<file path="src/rtl/pong_pkg.sv">
// Shared Pong types and default geometry for the ball engine, sender and receiver.
package pong_pkg;

  localparam int DefScreenW  = 640;
  localparam int DefScreenH  = 480;
  localparam int DefBallSize = 10;
  localparam int DefPosW     = 10;
  localparam int DefVelW     = 4;
  localparam int DefPaddleX  = 16;
  localparam int DefPaddleW  = 4;
  localparam int DefPaddleH  = 48;

  typedef enum logic [1:0] {
    StIdle,
    StMove,
    StHandoff,
    StMiss
  } ball_state_t;

  // Ball hand-off record exchanged with the link sender/receiver.
  typedef struct packed {
    logic        [DefPosW-1:0] y;
    logic        [DefVelW-1:0] vx;
    logic signed [DefVelW-1:0] vy;
  } ball_msg_t;

endpackage

</file>
<file path="src/rtl/axis_reflect.sv">
// One step along a single axis with mirror reflection at 0 and LIMIT.
module axis_reflect #(
  parameter int POS_W = 10,
  parameter int VEL_W = 4,
  parameter int LIMIT = 470
) (
  input  logic        [POS_W-1:0] pos,
  input  logic signed [VEL_W-1:0] vel,
  output logic        [POS_W-1:0] pos_next,
  output logic                    flip
);

  localparam int AW = POS_W + 2;

  logic signed [AW-1:0] sum;
  logic signed [AW-1:0] lim;

  always_comb begin
    lim      = AW'(LIMIT);
    sum      = $signed({2'b00, pos}) + AW'(vel);
    flip     = 1'b0;
    pos_next = POS_W'(sum);
    if (sum < 0) begin
      pos_next = POS_W'(-sum);
      flip     = 1'b1;
    end else if (sum > lim) begin
      pos_next = POS_W'(lim + lim - sum);
      flip     = 1'b1;
    end
  end

endmodule

</file>
<file path="src/rtl/ball_engine.sv">
// Ball motion for one half of the Pong field: serve, paddle bounce, miss and right-edge hand-off.
// Define BALL_SPEEDUP_EN to add 1 to vx (saturating) on every paddle hit.
module ball_engine
  import pong_pkg::*;
#(
  parameter int SCREEN_W  = DefScreenW,
  parameter int SCREEN_H  = DefScreenH,
  parameter int BALL_SIZE = DefBallSize,
  parameter int POS_W     = DefPosW,
  parameter int VEL_W     = DefVelW,
  parameter int PADDLE_X  = DefPaddleX,
  parameter int PADDLE_W  = DefPaddleW,
  parameter int PADDLE_H  = DefPaddleH
) (
  input  logic                    clock,
  input  logic                    reset_L,
  input  logic                    frame_tick,
  input  logic        [POS_W-1:0] paddle_top,
  input  logic                    serve_valid,
  output logic                    serve_ready,
  input  logic                    serve_side,
  input  logic        [POS_W-1:0] serve_y,
  input  logic        [VEL_W-1:0] serve_vx,
  input  logic signed [VEL_W-1:0] serve_vy,
  output logic        [POS_W-1:0] ball_left,
  output logic        [POS_W-1:0] ball_top,
  output logic                    active,
  output logic                    hit,
  output logic                    handoff_valid,
  input  logic                    handoff_ready,
  output logic        [POS_W-1:0] handoff_y,
  output logic        [VEL_W-1:0] handoff_vx,
  output logic signed [VEL_W-1:0] handoff_vy,
  output logic                    miss_valid,
  input  logic                    miss_ready
);

  localparam int AW     = POS_W + 2;
  localparam int XMAX   = SCREEN_W - BALL_SIZE;
  localparam int YMAX   = SCREEN_H - BALL_SIZE;
  localparam int FACE   = PADDLE_X + PADDLE_W;
  localparam int VX_MAX = (1 << VEL_W) - 1;

  ball_state_t              state_q;
  logic        [POS_W-1:0]  left_q;
  logic        [POS_W-1:0]  top_q;
  logic        [VEL_W-1:0]  vx_q;
  logic signed [VEL_W-1:0]  vy_q;
  logic                     dir_right_q;
  logic                     hit_q;

  logic        [POS_W-1:0]  top_step;
  logic                     y_flip;
  logic signed [AW-1:0]     left_s;
  logic signed [AW-1:0]     vx_s;
  logic signed [AW-1:0]     nl_left;
  logic signed [AW-1:0]     nl_right;
  logic signed [AW-1:0]     top_post_s;
  logic signed [AW-1:0]     pad_s;
  logic                     overlap;
  logic                     cross_left;
  logic                     cross_right;
  logic        [VEL_W-1:0]  vx_hit;
  logic        [POS_W-1:0]  serve_top;
  logic        [VEL_W-1:0]  serve_vx_fix;

  axis_reflect #(
    .POS_W (POS_W),
    .VEL_W (VEL_W),
    .LIMIT (YMAX)
  ) u_y_axis (
    .pos      (top_q),
    .vel      (vy_q),
    .pos_next (top_step),
    .flip     (y_flip)
  );

  always_comb begin
    left_s      = $signed({2'b00, left_q});
    vx_s        = $signed({{(AW - VEL_W){1'b0}}, vx_q});
    nl_left     = left_s - vx_s;
    nl_right    = left_s + vx_s;
    // Paddle overlap uses the row after this tick's Y step.
    top_post_s  = $signed({2'b00, top_step});
    pad_s       = $signed({2'b00, paddle_top});
    overlap     = ((top_post_s + AW'(BALL_SIZE)) > pad_s) &&
                  (top_post_s < (pad_s + AW'(PADDLE_H)));
    cross_left  = nl_left <= AW'(FACE);
    cross_right = nl_right >= AW'(XMAX);
`ifdef BALL_SPEEDUP_EN
    vx_hit      = (vx_q == VEL_W'(VX_MAX)) ? vx_q : vx_q + 1'b1;
`else
    vx_hit      = vx_q;
`endif
    serve_top    = (serve_y > POS_W'(YMAX)) ? POS_W'(YMAX) : serve_y;
    serve_vx_fix = (serve_vx == '0) ? VEL_W'(1) : serve_vx;
  end

  always_ff @(posedge clock) begin
    if (!reset_L) begin
      state_q     <= StIdle;
      left_q      <= '0;
      top_q       <= '0;
      vx_q        <= '0;
      vy_q        <= '0;
      dir_right_q <= 1'b0;
      hit_q       <= 1'b0;
    end else begin
      hit_q <= 1'b0;
      unique case (state_q)
        StIdle: begin
          if (serve_valid) begin
            top_q       <= serve_top;
            vx_q        <= serve_vx_fix;
            vy_q        <= serve_vy;
            left_q      <= serve_side ? POS_W'(FACE) : POS_W'(XMAX);
            dir_right_q <= serve_side;
            state_q     <= StMove;
          end
        end
        StMove: begin
          if (frame_tick) begin
            top_q <= top_step;
            if (y_flip) vy_q <= -vy_q;
            if (!dir_right_q) begin
              if (!cross_left) begin
                left_q <= POS_W'(nl_left);
              end else if (overlap) begin
                left_q      <= POS_W'(FACE);
                dir_right_q <= 1'b1;
                vx_q        <= vx_hit;
                hit_q       <= 1'b1;
              end else begin
                left_q  <= '0;
                state_q <= StMiss;
              end
            end else if (cross_right) begin
              left_q  <= POS_W'(XMAX);
              state_q <= StHandoff;
            end else begin
              left_q <= POS_W'(nl_right);
            end
          end
        end
        StHandoff: if (handoff_ready) state_q <= StIdle;
        StMiss:    if (miss_ready) state_q <= StIdle;
        default:   state_q <= StIdle;
      endcase
    end
  end

  assign serve_ready   = (state_q == StIdle);
  assign active        = (state_q == StMove);
  assign handoff_valid = (state_q == StHandoff);
  assign miss_valid    = (state_q == StMiss);
  assign hit           = hit_q;
  assign ball_left     = left_q;
  assign ball_top      = top_q;
  assign handoff_y     = top_q;
  assign handoff_vx    = vx_q;
  assign handoff_vy    = vy_q;

endmodule

</file>
<file path="config.mk">
export PLATFORM = sky130hd
export DESIGN_NAME = ball_engine
export DESIGN_NICKNAME = d
export VERILOG_FILES = /design/src/rtl/pong_pkg.sv /design/src/rtl/axis_reflect.sv /design/src/rtl/ball_engine.sv
export SDC_FILE = /design/constraint.sdc
export NUM_CORES = 1
export LEC_CHECK = 0
export CORE_MARGIN = 2
export CORE_UTILIZATION = 50
export CTS_CLUSTER_DIAMETER = 80
export DETAILED_ROUTE_END_ITERATION = 7
export GPL_TIMING_DRIVEN = 0
export PLACE_DENSITY_LB_ADDON = 0.25
export SLEW_MARGIN = 20
export SYNTH_ARGS = -nofsm -noshare
export SYNTH_HDL_FRONTEND = slang
export SYNTH_SLANG_ARGS = --single-unit
</file>
<file path="constraint.sdc">
create_clock -name clock -period 5.8 [get_ports clock]
set_input_delay 1.45 -clock clock [delete_from_list [all_inputs] [get_ports clock]]
set_output_delay 1.45 -clock clock [all_outputs]
set_load 0.05 [all_outputs]
</file>
# After elaboration in Yosys (flattened, before gate mapping)
# Index checks and enable logic that the tools add are counted.
# totals
reg_bits,32
in_bits,35
# op_classes
add_sub_neg,8
n_lt_le_gt_ge,7
n_eq_ne,11
mux,36
bitwise,3
reduce_logical,9
# op_table
op,n
$mux W10,11
$pmux W10 S2,2
$mux W2,8
$mux W4,4
$add A11 B4 Y12,1
$gt A12 B10 Y1 const B,1
$lt A12 B1 Y1 const B,1
$add A10 B4 Y11,1
$add A10 B4 Y11 const B,1
$add A10 B6 Y11 const B,1
$ge A11 B10 Y1 const B,1
$gt A11 B10 Y1,1
$le A11 B6 Y1 const B,1
$lt A10 B11 Y1,1
$sub A10 B4 Y11,1
$gt A10 B9 Y1 const B,1
$neg A10 Y10,1
$sub A8 B10 Y10 const A,1
$pmux W2 S4,1
$pmux W4 S2,1
$mux W1,7
$reduce_and A7 Y1,1
$ne A2 B1 Y1 const B,3
$mux W5,1
17 further kinds,21

# Logic depth before layout (Yosys ltp)
# Gate-level depths: netlist of run 1.
# logic_depth
word_depth,12
ltp_mapped,22

# Cells and area by module
# A second synthesis of run 1 with hierarchy kept.
# hier_totals
cells_unflattened,533
hier_area_um2,4040.1
# modules_own_cells
mod,n_inst,cells_each,area_each_um2
ball_engine,1,390,2964.1
axis_reflect,1,143,1076.0

# Least setup slack after synthesis of run 1
# No wires, ideal clock.
# synth_timing
path_kind,register -> register
start,"register vy_q[3], in the netlist handoff_vy[3]"
end,"register left_q[4], in the netlist ball_left[4]"
arrival_ns,5.034
t_required_ns,5.652
setup_slack_ns,0.618
stages_incl_launch_ff,21
n_path_buf,1
synth_period_minus_slack_ns,5.182
cell_sequence,dfxtp_1 ha_1 buf_4 o21a_1 or2_2 a31oi_1 o2111ai_1 nor2_1 nor3_1 a21oi_1 ha_1 ha_1 a21o_1 a21o_1 a21o_1 a21o_1 a21oi_1 o211ai_1 and4b_1 a31oi_4 a311oi_2
# synth_via
elab_chain_cells,12
elab_cells_between_ends,16
classes_between,add/sub: 4; order compare: 4; mux: 7; reduce/logical: 1
# synth_lines
item,line_no,rtl
start: declaration,ball_engine.sv:48,logic signed [VEL_W-1:0] vy_q;
start signal: assignment,ball_engine.sv:115,vy_q <= serve_vy;
start signal: assignment,ball_engine.sv:124,if (y_flip) vy_q <= -vy_q;
$add A11 B4 Y12 *,axis_reflect.sv:20,"sum = $signed({2'b00, pos}) + AW'(vel);"
$sub A8 B10 Y10 or $gt A12 B10 Y1 (tied branches),"axis_reflect.sv:27, axis_reflect.sv:26",
$mux W10,axis_reflect.sv:26,end else if (sum > lim) begin
$mux W10 *,axis_reflect.sv:23,if (sum < 0) begin
$add A10 B4 Y11,ball_engine.sv:86,overlap = ((top_post_s + AW'(BALL_SIZE)) > pad_s) &&
$gt A11 B10 Y1,ball_engine.sv:86,
$logic_and A1 B1 Y1 *,ball_engine.sv:86,
$mux W5 *,ball_engine.sv:128,end else if (overlap) begin
$mux W10 *,ball_engine.sv:126,if (!cross_left) begin
$mux W10 *,ball_engine.sv:125,if (!dir_right_q) begin
$mux W10 *,ball_engine.sv:122,if (frame_tick) begin
$pmux W10 S2 *,ball_engine.sv:110,unique case (state_q)
end signal: assignment,ball_engine.sv:116,left_q <= serve_side ? POS_W'(FACE) : POS_W'(XMAX);
end signal: assignment,ball_engine.sv:127,left_q <= POS_W'(nl_left);
end signal: assignment,ball_engine.sv:129,left_q <= POS_W'(FACE);
end: declaration,ball_engine.sv:45,logic [POS_W-1:0] left_q;
# Every way passes the cells marked *; elsewhere a longest branch is shown, timed or not. The select of a mux whose other input is x is not followed.
# A chain may end at the register's enable or synchronous reset.

# Worst setup path in the final report of run 1
# layout_timing
start,"register vy_q[0], in the netlist handoff_vy[0]"
end,"register left_q[4], in the netlist ball_left[4]"
# The elaborated chain is that of the path after synthesis.

==> impl_metrics.csv, run 1 <==
group,metric,value,unit
floorplanning,die_h,99.63,um
worst_hold_path,worstHoldPathType,"flop to flop",
floorplanning,ioPinCount,78,
routing,avgViaCountPerCell,6.283,
yosys,syn_area_per_cell,7.842,sq um
critical_path,path_buf_inv,1,
critical_path,r2r_setup_slack,0.44,ns
critical_path,cpPeakStageDelay,0.55,ns
finish,final_util,0.6347,
global_route,grt-ovfl-total,0,
floorplanning,start_util,0.5192,
clocking,clock_path_buffers,2,
yosys,synth_cell_types,98,
clocking,post_cts_buffers,0,
placed_design,port_buffers,76,
yosys,async_reset_ff_frac,0,
routing,dr_total_vias,4869,
timing,slew_violations,0,
finish,multi_input_area,0.003631,sq mm
critical_path,critPathMaxFanout,6,
floorplanning,core_area,0.008806,sq mm
global_route,antenna_found_initial,0,
timing,hold_violations,0,
global_route,grt_pass1_wl,22420,um
floorplanning,design.die.area,0.009925,sq mm
clocking,numCtsBuffers,5,
timing,rsz0062_at_grt,"false",
routing,first_pass_iters,5,
finish,layout_commonest_cell,"clkdlybuf4s50_1",
clocking,clock-sinks,32,
critical_path,worstSetupPathType,"flop to flop",
power_and_ir_drop,leakage,2.276,nW
clocking,htreeDepth,2,
routing,wl_per_cell,17.80,um
finish,nFillCells,776,
placed_design,dp.final_hpwl,11020,um
global_route,globalRouteTotalUtil,0.2772,
timing,period_share,0.9238,
power_and_ir_drop,p_per_area,476.0,mW/mm^2
timing,setup_total_negative_slack,0,ns
critical_path,crit_family,"compound AO/OA/AOI/OAI gates",
clocking,hold_buffers,0,
timing,maxSlewHeadroom,0.3925,
clocking,cts_tree,"done",
yosys,ys_seq_area_frac,0.1401,
yosys,syn-instance-count,583,
timing,finClkSkew,0.004821,ns
critical_path,worstPathCellList,"ha_1 > fa_1 > clkbuf_2 > a211oi_2 > o21ai_2 > xor2_1 > o2111ai_1 > or4_1 > o311ai_1 > a311oi_1 > ha_1 > ha_1 > a21o_1 > a21o_1 > a21o_1 > a21o_1 > a21oi_1 > o211ai_1 > and4b_1 > a31oi_4 > a311oi_2",
power_and_ir_drop,irDropWorstVdd,0.2339,mV
routing,route.detailed.drc,0,
routing,antenna_left,0,
timing,max_freq,0.1866,GHz
finish,synthToLayoutAreaGrowth,22.25,%
clocking,ctsResizeCount,0,
critical_path,worstPathRequired,5.95,ns
yosys,synth_edf_count,0,
run,cap_violations,0,
timing,setup_viol,0,
yosys,netlist_area,0.004572,sq mm
yosys,yosysWarnings,0,
finish,fin_nets,747,
floorplanning,rows,34,
critical_path,arrival,5.50,ns
finish,register_area,641.9,sq um
global_route,grt_pass1_vias,4517,
routing,drt_iter0_drc,548,
critical_path,cpMostUsedCell,"a21o_1",
yosys,ys_seq_elements,32,
timing,worst_pin_slew,0.9018,ns
critical_path,crit_slowest_cell,"or4_1",
yosys,synth_ff_type,"dfxtp_1",
finish,layout-drive-gt1-share,0.1229,
global_route,grt_max_degree,16,
finish,layout_common_cells,"76 x clkdlybuf4s50_1, 60 x nand2_1, 47 x a21oi_1, 43 x ha_1, 39 x nor2_1",
critical_path,end_kind,"flop",
clocking,cts-root-buf,"clkbuf_8",
yosys,syn_nets,664,
critical_path,setup.worst_path.start_class,"flop",
placed_design,gp_congestion,0.9166,
clocking,clkLatencyLatePin,0.29,ns
outcome,run_status,"completed",
floorplanning,die_x,99.63,um
clocking,path_clk_slew,0.07,ns
timing,min_period,5.358,ns
finish,antenna_cells,0,
routing,totalWireLength,13790,um
flip-flops by register name, indices dropped and copies added, names as in the netlist:
signal / count
ball_left: 10
hit: 1
handoff_vy: 4
handoff_vx: 4
ball_top: 10
dir_right_q: 1
state_q: 2
tightest hold or removal path: stages (launching register included):
cell	delay, ns
dfxtp_1	0.34
nand2_1	0.07
a21oi_1	0.05
power by group:
part           internal, mW  total (mW)  leakage, nW  switching, mW
registers             0.264       0.332        0.263         0.0685
clock network        0.0948       0.186       0.0510         0.0916
logic                 0.824        2.14         1.96           1.32
worst paths after layout:
path	startpoint	end	depth (start not counted)
worst min register to register	ball_top[4]$_SDFFE_PN0P_	ball_top[4]$_SDFFE_PN0P_	2
worst max-delay path	handoff_vy[0]$_SDFFE_PN0P_	ball_left[4]$_SDFFE_PN0P_	21
worst min-delay path	ball_top[4]$_SDFFE_PN0P_	ball_top[4]$_SDFFE_PN0P_	2
worst max register to register	handoff_vy[0]$_SDFFE_PN0P_	ball_left[4]$_SDFFE_PN0P_	21
synth_stat cells, types with 6 or more instances:
library cell / instances / share of area
nor2b_1: 6 / 0.0082
inv_1: 34 / 0.028
a211oi_1: 7 / 0.011
o211ai_1: 12 / 0.020
o31ai_1: 7 / 0.011
and3_1: 6 / 0.0082
buf_4: 14 / 0.023
clkbuf_1: 14 / 0.011
xnor2_1: 20 / 0.038
xor2_1: 6 / 0.011
nand3_1: 13 / 0.014
o21a_1: 9 / 0.015
a21oi_1: 48 / 0.053
nand2_1: 60 / 0.049
nand4_1: 6 / 0.0082
ha_1: 43 / 0.12
a211o_1: 9 / 0.017
o21ai_0: 21 / 0.023
nor2_1: 40 / 0.033
nor3_1: 22 / 0.024
dfxtp_1: 32 / 0.14
nand2b_1: 10 / 0.014
a21o_1: 13 / 0.021
logic make-up after synthesis:
kind of cell,share of synthesized area
AND/OR/NAND/NOR,0.2217
adder cells (fa/ha/maj),0.1308
buffers and inverters,0.07170
AO/OA/AOI/OAI,0.3563
multiplexers,0.004379
XOR/XNOR,0.07499
flip-flops,0.1401
layer usage:
| metal | wire length, um | track usage | share of wire |
|---|---|---|---|
| met1 | 6180 | 0.3892 | 0.45 |
| met2 | 6278 | 0.4439 | 0.46 |
| met3 | 1133 | 0.04779 | 0.082 |
| met4 | 200 | 0.06428 | 0.015 |
| met5 | 0 | 0 | 0 |
final cells by class:
type                    count  area share
repair buffers             76      0.1361
multi-input cells         481      0.6497
clock inverters             2    0.001791
well taps                 108     0.02418
clock buffers               6     0.01478
inverters                  35     0.02351
flip-flops and latches     32      0.1148
plain buffers              35     0.03515
stage by stage:
stage | area, sq um | setup WS [ns] | power, mW | hold WS, ns | instances
floorplan | 4572 | 0.6179 | 1.899 | 0.4932 | 583
global placement | 5468 | 0.04473 | 2.365 | 0.4907 | 767
detailed placement | 5468 | 0.03910 | 2.417 | 0.4962 | 767
CTS | 5560 | 0.006637 | 2.615 | 0.5058 | 775
global route | 5589 | 0.02857 | 2.871 | 0.5364 | 775
finish | 5589 | 0.4419 | 2.660 | 0.5029 | 775
Power figures use the tool's default switching activity.
==> run 2: changes to the inputs <==
SKIP_LAST_GASP = 1   (was unset)
==> results of run 2 <==
Same layout as run 1: the final DEF is identical, and so are final timing and power.
==> run 3: changes to the inputs <==
CTS_CLUSTER_DIAMETER = 30   (was 80)
SLEW_MARGIN = unset   (was 20)
==> results of run 3 <==
Same layout as run 1: the final DEF is identical, and so are final timing and power.
